**config.mk**
```make
export PLATFORM = sky130hd
export DESIGN_NAME = ifu_fetch_ctrl
export DESIGN_NICKNAME = d
export VERILOG_FILES = /design/src/rtl/ifu_pkg.sv /design/src/rtl/ifu_fifo.sv /design/src/rtl/ifu_fetch_ctrl.sv
export SDC_FILE = /design/constraint.sdc
export NUM_CORES = 1
export LEC_CHECK = 0
export CAP_MARGIN = 20
export CORE_MARGIN = 10
export CORE_UTILIZATION = 52
export CTS_CLUSTER_SIZE = 8
export DETAILED_ROUTE_END_ITERATION = 7
export PLACE_DENSITY = 0.77
export RECOVER_POWER = 100
export SYNTH_ARGS = -nofsm -noshare
export SYNTH_HDL_FRONTEND = slang
export SYNTH_SLANG_ARGS = --single-unit
export TNS_END_PERCENT = 100
```
**constraint.sdc**
```tcl
create_clock -name clk -period 2.72 [get_ports clk]
set_input_delay 0.544 -clock clk [delete_from_list [all_inputs] [get_ports clk]]
set_output_delay 0.544 -clock clk [all_outputs]
set_load 0.02 [all_outputs]
```
**src/rtl/ifu_pkg.sv**
```systemverilog
// Shared fetch-unit definitions: instruction-memory base address and the
// {pc, instr} entry carried through the prefetch queue.
package ifu_pkg;

  localparam logic [31:0] IFU_RESET_PC = 32'h0000_3000;
  localparam logic [31:0] IFU_IM_BASE  = IFU_RESET_PC;

  typedef struct packed {
    logic [31:0] pc;
    logic [31:0] instr;
  } fetch_entry_t;

endpackage

```
**src/rtl/ifu_fifo.sv**
```systemverilog
// DEPTH-entry prefetch FIFO with flush; the head entry and its valid flag are
// held in dedicated registers so consumers see no path from pop/flush.
module ifu_fifo
  import ifu_pkg::*;
#(
  parameter int DEPTH = 4,
  parameter int CNT_W = $clog2(DEPTH + 1)
) (
  input  logic             clk,
  input  logic             rst_n,
  input  logic             flush_i,
  input  logic             push_i,
  input  logic             pop_i,
  input  fetch_entry_t     wdata_i,
  output logic             head_vld_o,
  output fetch_entry_t     head_o,
  output logic [CNT_W-1:0] count_o
);

  localparam int               PTR_W = $clog2(DEPTH);
  localparam logic [CNT_W-1:0] FULL  = CNT_W'(DEPTH);
  localparam logic [CNT_W-1:0] ONE   = CNT_W'(1);

  fetch_entry_t     mem_q [DEPTH];
  logic [PTR_W-1:0] rd_q, rd_d, wr_q, wr_d;
  logic [CNT_W-1:0] cnt_q, cnt_d;
  logic             vld_q, vld_d;
  fetch_entry_t     head_q, head_d;
  logic             pop_ok, push_ok, remain;

  assign pop_ok  = pop_i && vld_q;
  assign push_ok = push_i && !flush_i && ((cnt_q != FULL) || pop_ok);
  // At least one stored entry survives this cycle's pop.
  assign remain  = (cnt_q > ONE) || ((cnt_q == ONE) && !pop_ok);

  always_comb begin
    rd_d   = rd_q;
    wr_d   = wr_q;
    cnt_d  = cnt_q;
    vld_d  = vld_q;
    head_d = head_q;
    if (flush_i) begin
      rd_d  = '0;
      wr_d  = '0;
      cnt_d = '0;
      vld_d = 1'b0;
    end else begin
      if (pop_ok)  rd_d = rd_q + PTR_W'(1);
      if (push_ok) wr_d = wr_q + PTR_W'(1);
      cnt_d = cnt_q + CNT_W'(push_ok) - CNT_W'(pop_ok);
      if (remain) begin
        head_d = mem_q[rd_d];
        vld_d  = 1'b1;
      end else if (push_ok) begin
        head_d = wdata_i;
        vld_d  = 1'b1;
      end else begin
        vld_d  = 1'b0;
      end
    end
  end

  always_ff @(posedge clk or negedge rst_n) begin
    if (!rst_n) begin
      rd_q   <= '0;
      wr_q   <= '0;
      cnt_q  <= '0;
      vld_q  <= 1'b0;
      head_q <= '0;
    end else begin
      rd_q   <= rd_d;
      wr_q   <= wr_d;
      cnt_q  <= cnt_d;
      vld_q  <= vld_d;
      head_q <= head_d;
    end
  end

  always_ff @(posedge clk) begin
    if (push_ok) mem_q[wr_q] <= wdata_i;
  end

  assign head_vld_o = vld_q;
  assign head_o     = head_q;
  assign count_o    = cnt_q;

endmodule

```
**src/rtl/ifu_fetch_ctrl.sv**
```systemverilog
// Instruction-fetch controller: owns the PC, addresses the ROM, fills the
// prefetch queue and handles redirects. Optional macro IFU_BOUND_CHECK_EN.
module ifu_fetch_ctrl
  import ifu_pkg::*;
#(
  parameter int          DEPTH    = 4,
  parameter logic [31:0] RESET_PC = IFU_RESET_PC,
  parameter int          ADDR_W   = 10
) (
  input  logic              clk,
  input  logic              reset,
  output logic [ADDR_W-1:0] imem_addr,
  input  logic [31:0]       imem_rdata,
  output logic              dec_valid,
  input  logic              dec_ready,
  output logic [31:0]       dec_instr,
  output logic [31:0]       dec_pc,
  input  logic              redirect_valid,
  input  logic [31:0]       redirect_pc,
  output logic              fetch_fault
);

  localparam int CNT_W = $clog2(DEPTH + 1);

  logic [31:0]      pc_q, pc_d, target;
  logic             pop, space, want, push, in_range, fault_q;
  logic [CNT_W-1:0] count;
  fetch_entry_t     head, wdata;

  assign target = redirect_pc & ~32'h3;
  assign pop    = dec_valid && dec_ready;
  assign space  = (count != CNT_W'(DEPTH)) || pop;
  assign want   = !redirect_valid && space;
  assign push   = want && in_range && !fault_q;
  assign wdata  = '{pc: pc_q, instr: imem_rdata};

`ifdef IFU_BOUND_CHECK_EN
  localparam logic [32:0] LIMIT = 33'(64'd1 << (ADDR_W + 2));

  logic [31:0] off, tgt_off;
  logic        tgt_in_range, fault_d;

  assign off          = pc_q - RESET_PC;
  assign tgt_off      = target - RESET_PC;
  assign in_range     = {1'b0, off} < LIMIT;
  assign tgt_in_range = {1'b0, tgt_off} < LIMIT;
  assign imem_addr    = off[ADDR_W+1:2];

  // Sticky until a redirect lands back inside the ROM window.
  always_comb begin
    fault_d = fault_q;
    if (redirect_valid) fault_d = fault_q && !tgt_in_range;
    else if (want && !in_range) fault_d = 1'b1;
  end

  always_ff @(posedge clk or negedge reset) begin
    if (!reset) fault_q <= 1'b0;
    else        fault_q <= fault_d;
  end
`else
  assign in_range  = 1'b1;
  assign fault_q   = 1'b0;
  assign imem_addr = ADDR_W'((pc_q - RESET_PC) >> 2);
`endif

  always_comb begin
    pc_d = pc_q;
    if (redirect_valid) pc_d = target;
    else if (push)      pc_d = pc_q + 32'd4;
  end

  always_ff @(posedge clk or negedge reset) begin
    if (!reset) pc_q <= RESET_PC;
    else        pc_q <= pc_d;
  end

  ifu_fifo #(
    .DEPTH (DEPTH),
    .CNT_W (CNT_W)
  ) u_fifo (
    .clk        (clk),
    .rst_n      (reset),
    .flush_i    (redirect_valid),
    .push_i     (push),
    .pop_i      (pop),
    .wdata_i    (wdata),
    .head_vld_o (dec_valid),
    .head_o     (head),
    .count_o    (count)
  );

  assign dec_instr   = head.instr;
  assign dec_pc      = head.pc;
  assign fetch_fault = fault_q;

endmodule

```
==> results of run 1 <==
cells by family after synthesis:
family | synth area share [%]
buffers and inverters | 4.04
AO/OA/AOI/OAI | 17.8
flip-flops | 67.9
AND/OR/NAND/NOR | 5.43
multiplexers | 2.16
XOR/XNOR | 1.79
adder cells (fa/ha/maj) | 0.904
other | 0.0256
worst paths after layout:
kind / start / to / slack, ns / cells after the start
worst max register to register: u_fifo.rd_q[0] / u_fifo.head_o[37] / 0.23 / 6
worst min-delay path: redirect_valid / u_fifo.head_vld_o / 0.37 / 3
min in group asynchronous: reset / pc_q[10] / 0.90 / 2
worst max-delay path: u_fifo.rd_q[0] / u_fifo.head_o[37] / 0.23 / 6
max in group asynchronous: reset / u_fifo.head_o[9] / 0.73 / 3
worst min register to register: u_fifo.head_o[20] / u_fifo.head_o[20] / 0.48 / 2
sequential cells by signal, summed over array words and instances, names as in the netlist:
name / cells
u_fifo.head_vld_o: 1
u_fifo.mem_q: 248
u_fifo.wr_q: 2
u_fifo.head_o: 62
u_fifo.rd_q: 2
u_fifo.count_o: 3
pc_q: 30
per-stage QoR:
| stage | power, uW | hold WS [ns] | worst slack (ns) | utilization [%] |
|---|---|---|---|---|
| 2_1_floorplan | 10400 | 0.248 | 0.415 | - |
| 3_3_place_gp | 12500 | 0.467 | 0.137 | 59.9 |
| 3_5_place_dp | 12600 | 0.474 | 0.0784 | 59.9 |
| 4_1_cts | 18200 | 0.349 | 0.283 | 65.1 |
| 5_1_grt | 18600 | 0.351 | 0.124 | 64.6 |
| 6_report | 17700 | 0.367 | 0.233 | 64.6 |
worst min-delay path: cells and delay by family:
kind / cells / cell delay, ns
buf+inv: 2 / 0.19
compound gates: 1 / 0.14
per-layer routing:
metal / vias to the layer above / track usage [%] / routed length [um]
li1: 4543 / - / -
met1: 4944 / 23.8 / 14200
met2: 373 / 33.7 / 17900
met3: 62 / 3.99 / 2270
met4: 0 / 6.71 / 864
met5: - / 0 / 0
area by class of cell:
cell class,count,area share [%]
multi-input cells,635,23.1
flip-flops and latches,348,55.5
inverters,31,0.648
clock buffers,87,7.68
clock inverters,3,0.230
diodes,2,0.0279
well taps,378,2.63
repair buffers,186,10.2
what timing repair did:
| action | 4_1_cts | 5_1_grt |
|---|---|---|
| endpoints found under the hold margin | 22 | 0 |
| hold buffers | 1 | 0 |
| buffers inserted | 0 | 0 |
power by group:
part / switching, uW / total [uW] / internal (uW)
combinational: 2780 / 4630 / 1850
sequential: 630 / 7560 / 6930
clock: 2130 / 5530 / 3400
synth_stat cells, types with 2 or more instances:
library cell and count:
buf_1 12, o31a_1 40, mux2_2 3, ha_1 9
and2_1 8, buf_2 17, inv_1 30, o211ai_1 40
o21ai_1 40, a211oi_1 3, edfxtp_1 248, dfrtp_1 98
nand3b_1 2, nor2b_1 4, nor2_1 49, clkbuf_1 42
buf_4 14, xnor2_1 8, nor3_1 2, buf_6 6
o22ai_1 42, nand4_1 11, xor2_1 22, dfstp_2 2
and3_1 4, mux2i_1 26, a22oi_1 62, or4_1 2
clkbuf_2 3, o21ai_0 48, nand3_1 19, a21oi_1 65
o22a_1 40, nand2_1 63
==> results_dict.tcl, run 1 <==
set metrics [dict create \
    core_region_area_um2 27800 \
    required_ns 3.18 \
    slowest_delay_ns 0.70 \
    first_pass_iters 5 \
    tightestPinTransition_ns 1.51 \
    setup_tns_ns 0 \
    rsz0062_at_grt "no" \
    first_global_vias 10173 \
    final.setup_skew_ns 0.0210 \
    clock_sinks 348 \
    crit_path_end_kind "flip-flop" \
    clock-root-buffer "clkbuf_16" \
    crit_slowest_cell "dfrtp_1" \
    core.rowCount 61 \
    clkTransAtPathRegs_ns 0.05 \
    yosys_warnings 0 \
    yosysTopAreaCell "edfxtp_1" \
    cts_tree "built" \
    dieArea_um2 35300 \
    maxSlewViolCount 26 \
    p_per_area_nw_per_um2 987 \
    synth_top_area_share_pct 50.8 \
    violations "max-capacitance violations, max-slew violations" \
    ys_seq_elements 348 \
    cts_resized 0 \
    syn_area_per_cell_um2 13.3 \
    cap_viol_max_count 1 \
    layout_commonest_cell "edfxtp_1" \
    htree_levels 2 \
    place_congestion 0.829 \
    hold_viol 0 \
    grt_pass1_wl_um 55800 \
    path_buf_inv 1 \
    arrival_ns 2.94 \
    place_area_um2 16700 \
    layout.nets 1329 \
    timing.final.crit_share_pct 91.4 \
    fin_area_um2 18000 \
    multi_input_area_um2 4140 \
    synth-edff-count 248 \
    grt_use_total_pct 19.5 \
    wire_per_inst_um 21.1 \
    status "finished with violations" \
    cp_cell_sequence "nand3b_1 -> and2_0 -> clkbuf_2 -> o22ai_1 -> o31a_1 -> o21ai_0" \
    seq_area_frac_synth_pct 67.9 \
    antenna_found_initial 2 \
    seqCellArea_um2 9960 \
    clk_latency_ns 0.55 \
    crit_family "flip-flops" \
    drtIter0Drc 721 \
    finalNonFillerCells 1670 \
    fin_crit_ns 2.49 \
    synth_area_um2 14700 \
    start_util_pct 52.8 \
    dpl.hpwl_um 21600 \
    hold_class "input pin to flip-flop" \
    final_antenna_net_count 0 \
    startpoint_type "flip-flop" \
    grt_max_degree 86 \
    synthFlopType "edfxtp_1" \
    numCtsBuffers 49 \
    area_growth_pct 22.4 \
    io_buffers 138 \
    cts.path.max_buffers 3 \
    layout-drive-gt1-share_pct 8.29 \
    relSlewSlack_pct -0.589 \
    dp_cells 1577 \
    drc 0 \
    synth-async-reset-ratio_pct 28.7 \
    num_vias 9922 \
    drt_wl_total_um 35200 \
    finalSetupViolCount 0 \
    synth.area.top_cells "edfxtp_1 (51%), dfrtp_1 (17%), a22oi_1 (3.2%), o22a_1 (2.4%), o31a_1 (2.4%)" \
    fmax_mhz 402 \
    die_x_um 188 \
    worstSetupPathType "flip-flop to flip-flop" \
    p_leak_uw 0.00639 \
    grt_overflow 0 \
    final_cell_mix "edfxtp_1 (248), dlygate4sd3_1 (106), dfrtp_1 (97), o21ai_0 (76), a21oi_1 (67)" \
    synth.distinct_cells 56 \
    synthCells 1106 \
    crit_fanout 31 \
    die_y_um 188 \
    via_per_inst 5.94 \
    pin_count 144 \
    peakVddDrop_uv 707 \
    nFillCells 2038 \
]
Power figures use the tool's default switching activity.
==> run 2, diff against run 1 <==
CORE_MARGIN = 2   (was 10)
TNS_END_PERCENT = not set   (was 100)
==> run 2 against run 1 <==
  * The run still ends with max-capacitance violations, max-slew violations left
  * Final cell count is 0.30% higher
  * Wire length is 0.60% lower
  * Register-to-register slack better by 0.097 ns
  * Clock-buffer cell count is 1 higher
  * Worst hold slack hardly changed
  * Critical endpoint is now imem_addr[9]
==> results_dict.tcl, run 2 (same netlist as run 1, synthesis figures left out) <==
set metrics [dict create \
    timing.final.crit_share_pct 92.2 \
    dpl.hpwl_um 21200 \
    die_x_um 172 \
    fmax_mhz 399 \
    final_antenna_net_count 0 \
    p_leak_uw 0.00642 \
    area_growth_pct 23.1 \
    worstSetupPathType "flip-flop to output pin" \
    report.power.total_uw 17800 \
    place_congestion 0.817 \
    gr-usage-met2_pct 41.0 \
    grt_pass1_wl_um 54300 \
    crit_family "buffers and inverters" \
    clk_latency_ns 0.55 \
    largest_register_ffs 248 \
    cts.path.max_buffers 3 \
    numCtsBuffers 49 \
    pin_count 144 \
    dieArea_um2 29600 \
    grt.busiest_layer "met2" \
    layout.nets 1333 \
    crit_fanout 9 \
    fin_ws_ns 0.213 \
    drt_wl_total_um 35000 \
    drc 0 \
    hold_viol 0 \
    die_y_um 172 \
    path_buf_inv 2 \
    num_vias 9966 \
    hold_ws_ns 0.367 \
    required_ns 2.18 \
    slowest_delay_ns 0.74 \
    arrival_ns 1.96 \
    cp_cell_sequence "clkbuf_1 -> dlygate4sd3_1" \
    clkTransAtPathRegs_ns 0.05 \
    cap_viol_max_count 1 \
    nFillCells 2009 \
    top_register "u_fifo.mem_q" \
    finalSetupViolCount 0 \
    layout_commonest_cell "edfxtp_1" \
    antenna_found_initial 2 \
    core_region_area_um2 27800 \
    core.rowCount 61 \
    peakVddDrop_uv 680 \
    hold_class "input pin to flip-flop" \
    maxSlewViolCount 26 \
    via_per_inst 5.95 \
    rsz0062_at_grt "no" \
    first_global_vias 10239 \
    grt_use_met1_pct 30.6 \
    drtIter0Drc 816 \
    relSlewSlack_pct -13.6 \
    io_buffers 138 \
    cts_tree "built" \
    first_pass_iters 5 \
    grt_use_total_pct 23.9 \
    startpoint_type "flip-flop" \
    final_cell_mix "edfxtp_1 (248), dlygate4sd3_1 (106), dfrtp_1 (97), o21ai_0 (85), a21oi_1 (66)" \
    setup_tns_ns 0 \
    grt_max_degree 68 \
    htree_levels 2 \
    fin_crit_ns 2.51 \
    wire_per_inst_um 20.9 \
    tightestPinTransition_ns 1.70 \
    start_util_pct 52.8 \
    final.setup_skew_ns 0.0150 \
    clock_sinks 348 \
    layout-drive-gt1-share_pct 8.57 \
    fin_util_pct 65.0 \
    p_per_area_nw_per_um2 985 \
    grt_overflow 0 \
    crit_slowest_cell "dlygate4sd3_1" \
    grt_use_met3_pct 3.85 \
    crit_path_end_kind "output pin" \
    status "finished with violations" \
    dpl_worst_slack_ns 0.114 \
    violations "max-capacitance violations, max-slew violations" \
    clock-root-buffer "clkbuf_16" \
]
## run 2: per-layer routing
| layer | wire length (um) | vias up |
|---|---|---|
| met1 | 14200 | 5016 |
| met3 | 1930 | 80 |
| met2 | 17700 | 320 |
| met5 | 0 | - |
| li1 | - | 4550 |
| met4 | 1150 | 0 |
## run 2: worst paths after layout
check | start | to | slack, ns | cells after the start
setup / recovery | pc_q[11] | imem_addr[9] | 0.21 | 2
hold / removal | redirect_valid | u_fifo.count_o[2] | 0.37 | 2
setup reg to reg | u_fifo.count_o[0] | u_fifo.head_o[54] | 0.33 | 5
hold reg to reg | u_fifo.head_o[22] | u_fifo.head_o[22] | 0.48 | 2
max in group asynchronous | reset | u_fifo.rd_q[1] | 0.50 | 3
min in group asynchronous | reset | u_fifo.head_o[40] | 0.98 | 2
## run 2: cell type report
class	count	area (um^2)	share of cell area (%)
well taps	378	473	2.62
clock buffers	88	1370	7.60
clock inverters	3	45.0	0.249
repair buffers	190	1940	10.8
multi-input cells	635	4150	23.0
diodes	2	5.00	0.0277
inverters	31	116	0.644
flip-flops and latches	348	9960	55.1
## run 2: where the power goes
part | switching [uW] | internal, uW | total, uW
clock | 2150 | 3390 | 5540
sequential | 613 | 6940 | 7550
combinational | 2820 | 1880 | 4700
total | 5580 | 12200 | 17800
## run 2: repair_timing
item / in CTS / in global routing
setup buffers: 0 / 0
hold endpoints to repair: 23 / 0
gates resized for setup: 0 / 0
hold buffers: 1 / 0
## run 2: metrics by stage
step           cell area (um^2)  cells
6_report                  18100   1675
5_1_grt                   18100   1675
4_1_cts                   18200   1673
3_5_place_dp              16700   1581
3_3_place_gp              16700   1581
2_1_floorplan             14700   1108
==> run 3, diff against run 2 <==
CORE_UTILIZATION = 61   (was 52)
PLACE_DENSITY = 0.84   (was 0.77)
clock period = 2.9 ns   (was 2.72 ns; I/O delays follow)
==> run 3 against run 2 <==
  * Final cell count decreased by 4.4%
  * Final area fell by 1.0%
  * Die area shrank 14%
  * Utilization up 11 points
  * Worst hold slack lost 0.036 ns
  * Total power down 6.1%
  * The flow still finishes with violations (max-capacitance violations, max-slew violations)
  * Clock-buffer cell count unchanged
  * Sequential share of layout area up 0.58 points
  * Via count is 2.9% higher
  * Global-route usage is 4.3 points higher
  * Critical path depth rose by 3
  * Clock power shrank 6.9%
  * Critical path type is now input pin to flip-flop
==> results_dict.tcl, run 3 (same netlist as run 1, synthesis figures left out) <==
set metrics [dict create \
    dieArea_um2 25300 \
    largest_register_ffs 248 \
    io_buffers 138 \
    grt_overflow 0 \
    antenna_found_initial 2 \
    peakVddDrop_uv 614 \
    wl_met2_um 18100 \
    dpl_worst_slack_ns 0.0891 \
    grt_max_degree 83 \
    cap_viol_max_count 1 \
    post-cts-setup-buffer-count 0 \
    num_vias 10256 \
    wire_per_inst_um 22.5 \
    crit_path_end_kind "flip-flop" \
    first_pass_iters 6 \
    crit_fanout 16 \
    top_layer_used "met4" \
    pin_count 144 \
    cts_resized 0 \
    violations "max-capacitance violations, max-slew violations" \
    drt_wl_total_um 36000 \
    fmax_mhz 388 \
    final.setup_skew_ns 0.0164 \
    switching_share_pct 31.4 \
    die_x_um 159 \
    dpl.hpwl_um 20900 \
    relSlewSlack_pct -24.0 \
    core_region_area_um2 23500 \
    required_ns 3.13 \
    hold_ws_ns 0.330 \
    final_cell_mix "edfxtp_1 (248), dlygate4sd3_1 (106), dfrtp_1 (97), o21ai_0 (85), a21oi_1 (67)" \
    final_antenna_net_count 0 \
    fin_area_um2 17900 \
    htree_levels 2 \
    p_sw_uw 5250 \
    hold_class "input pin to flip-flop" \
    rsz0062_at_grt "no" \
    worstSetupPathType "input pin to flip-flop" \
    clkTransAtPathRegs_ns 0.05 \
    p_clk_share_pct 30.9 \
    cts.path.max_buffers 3 \
    seqCellArea_um2 9960 \
    ctsHoldBuffers 0 \
    top_register "u_fifo.mem_q" \
    place_area_um2 16500 \
    place_congestion 0.807 \
    wl_met3_um 2800 \
    core.rowCount 56 \
    arrival_ns 2.81 \
    crit_path_start "dec_ready" \
    status "finished with violations" \
    via_per_inst 6.40 \
    startpoint_type "input pin" \
    timing.final.crit_share_pct 88.9 \
    p_comb_share_pct 26.5 \
    clk_latency_ns 0.54 \
    finalSetupViolCount 0 \
    fin_crit_ns 2.58 \
    clock_sinks 348 \
    maxSlewViolCount 28 \
    nFillCells 1403 \
    grt_pass1_wl_um 56300 \
    fin_util_pct 75.9 \
    drc 0 \
    p_leak_uw 0.00638 \
    numCtsBuffers 49 \
    first_global_vias 10727 \
    start_util_pct 62.3 \
    r2r_start "u_fifo.rd_q[0]" \
    drtIter0Drc 1180 \
    p_per_area_nw_per_um2 934 \
    layout_commonest_cell "edfxtp_1" \
    hold_viol 0 \
    grt_use_total_pct 28.2 \
    hp-start "redirect_valid" \
    die_y_um 159 \
    seq_power_share_pct 42.6 \
    clock-root-buffer "clkbuf_16" \
    p_int_uw 11400 \
    area_growth_pct 21.9 \
    layout-drive-gt1-share_pct 8.27 \
    setup_tns_ns 0 \
    tightestPinTransition_ns 1.86 \
    layout.nets 1322 \
    cts_tree "built" \
    wl_met1_um 13700 \
    multi_input_area_um2 4150 \
    fin_ws_ns 0.323 \
]
## run 3: worst paths after layout
check,to,cells past startpoint,slack [ns]
min reg2reg,u_fifo.head_o[25],2,0.47
min in group asynchronous,pc_q[10],1,0.55
min,u_fifo.count_o[1],2,0.33
max,u_fifo.mem_q[0][9],5,0.32
max in group asynchronous,pc_q[5],2,0.70
max reg2reg,u_fifo.head_o[45],6,0.43
## run 3: cell type report
type	instances	area share, %
multi-input combinational	635	23.2
timing repair buffer	179	10.4
sequential	348	55.7
clock buffer	88	7.80
antenna	2	0.0280
inverter	31	0.651
tap	319	2.23
## run 3: metal layers
layer	vias to the layer above	track usage, %
met5	-	0
met2	542	48.3
met4	0	13.7
met1	5073	35.7
met3	117	4.25
li1	4524	-
## run 3: stage by stage
stage	instances	total power, uW
after CTS	1600	17000
after detailed placement	1512	11800
after floorplan	1108	9740
after global routing	1602	17400
after global placement	1512	11600
final	1602	16700
## run 3: power by group through the flow
stage | combinational [uW] | clock (uW) | sequential [uW]
finish | 4420 | 5160 | 7120
global route | 4740 | 5440 | 7210
CTS | 4690 | 5190 | 7130
detailed placement | 4610 | 0 | 7190
global placement | 4450 | 0 | 7140
floorplan | 2200 | 0 | 7550
## run 3: critical path: stages
cell,delay [ns]
dlygate4sd3_1,0.69
a21oi_1,0.27
a21oi_1,0.38
and2_2,0.63
buf_12,0.24
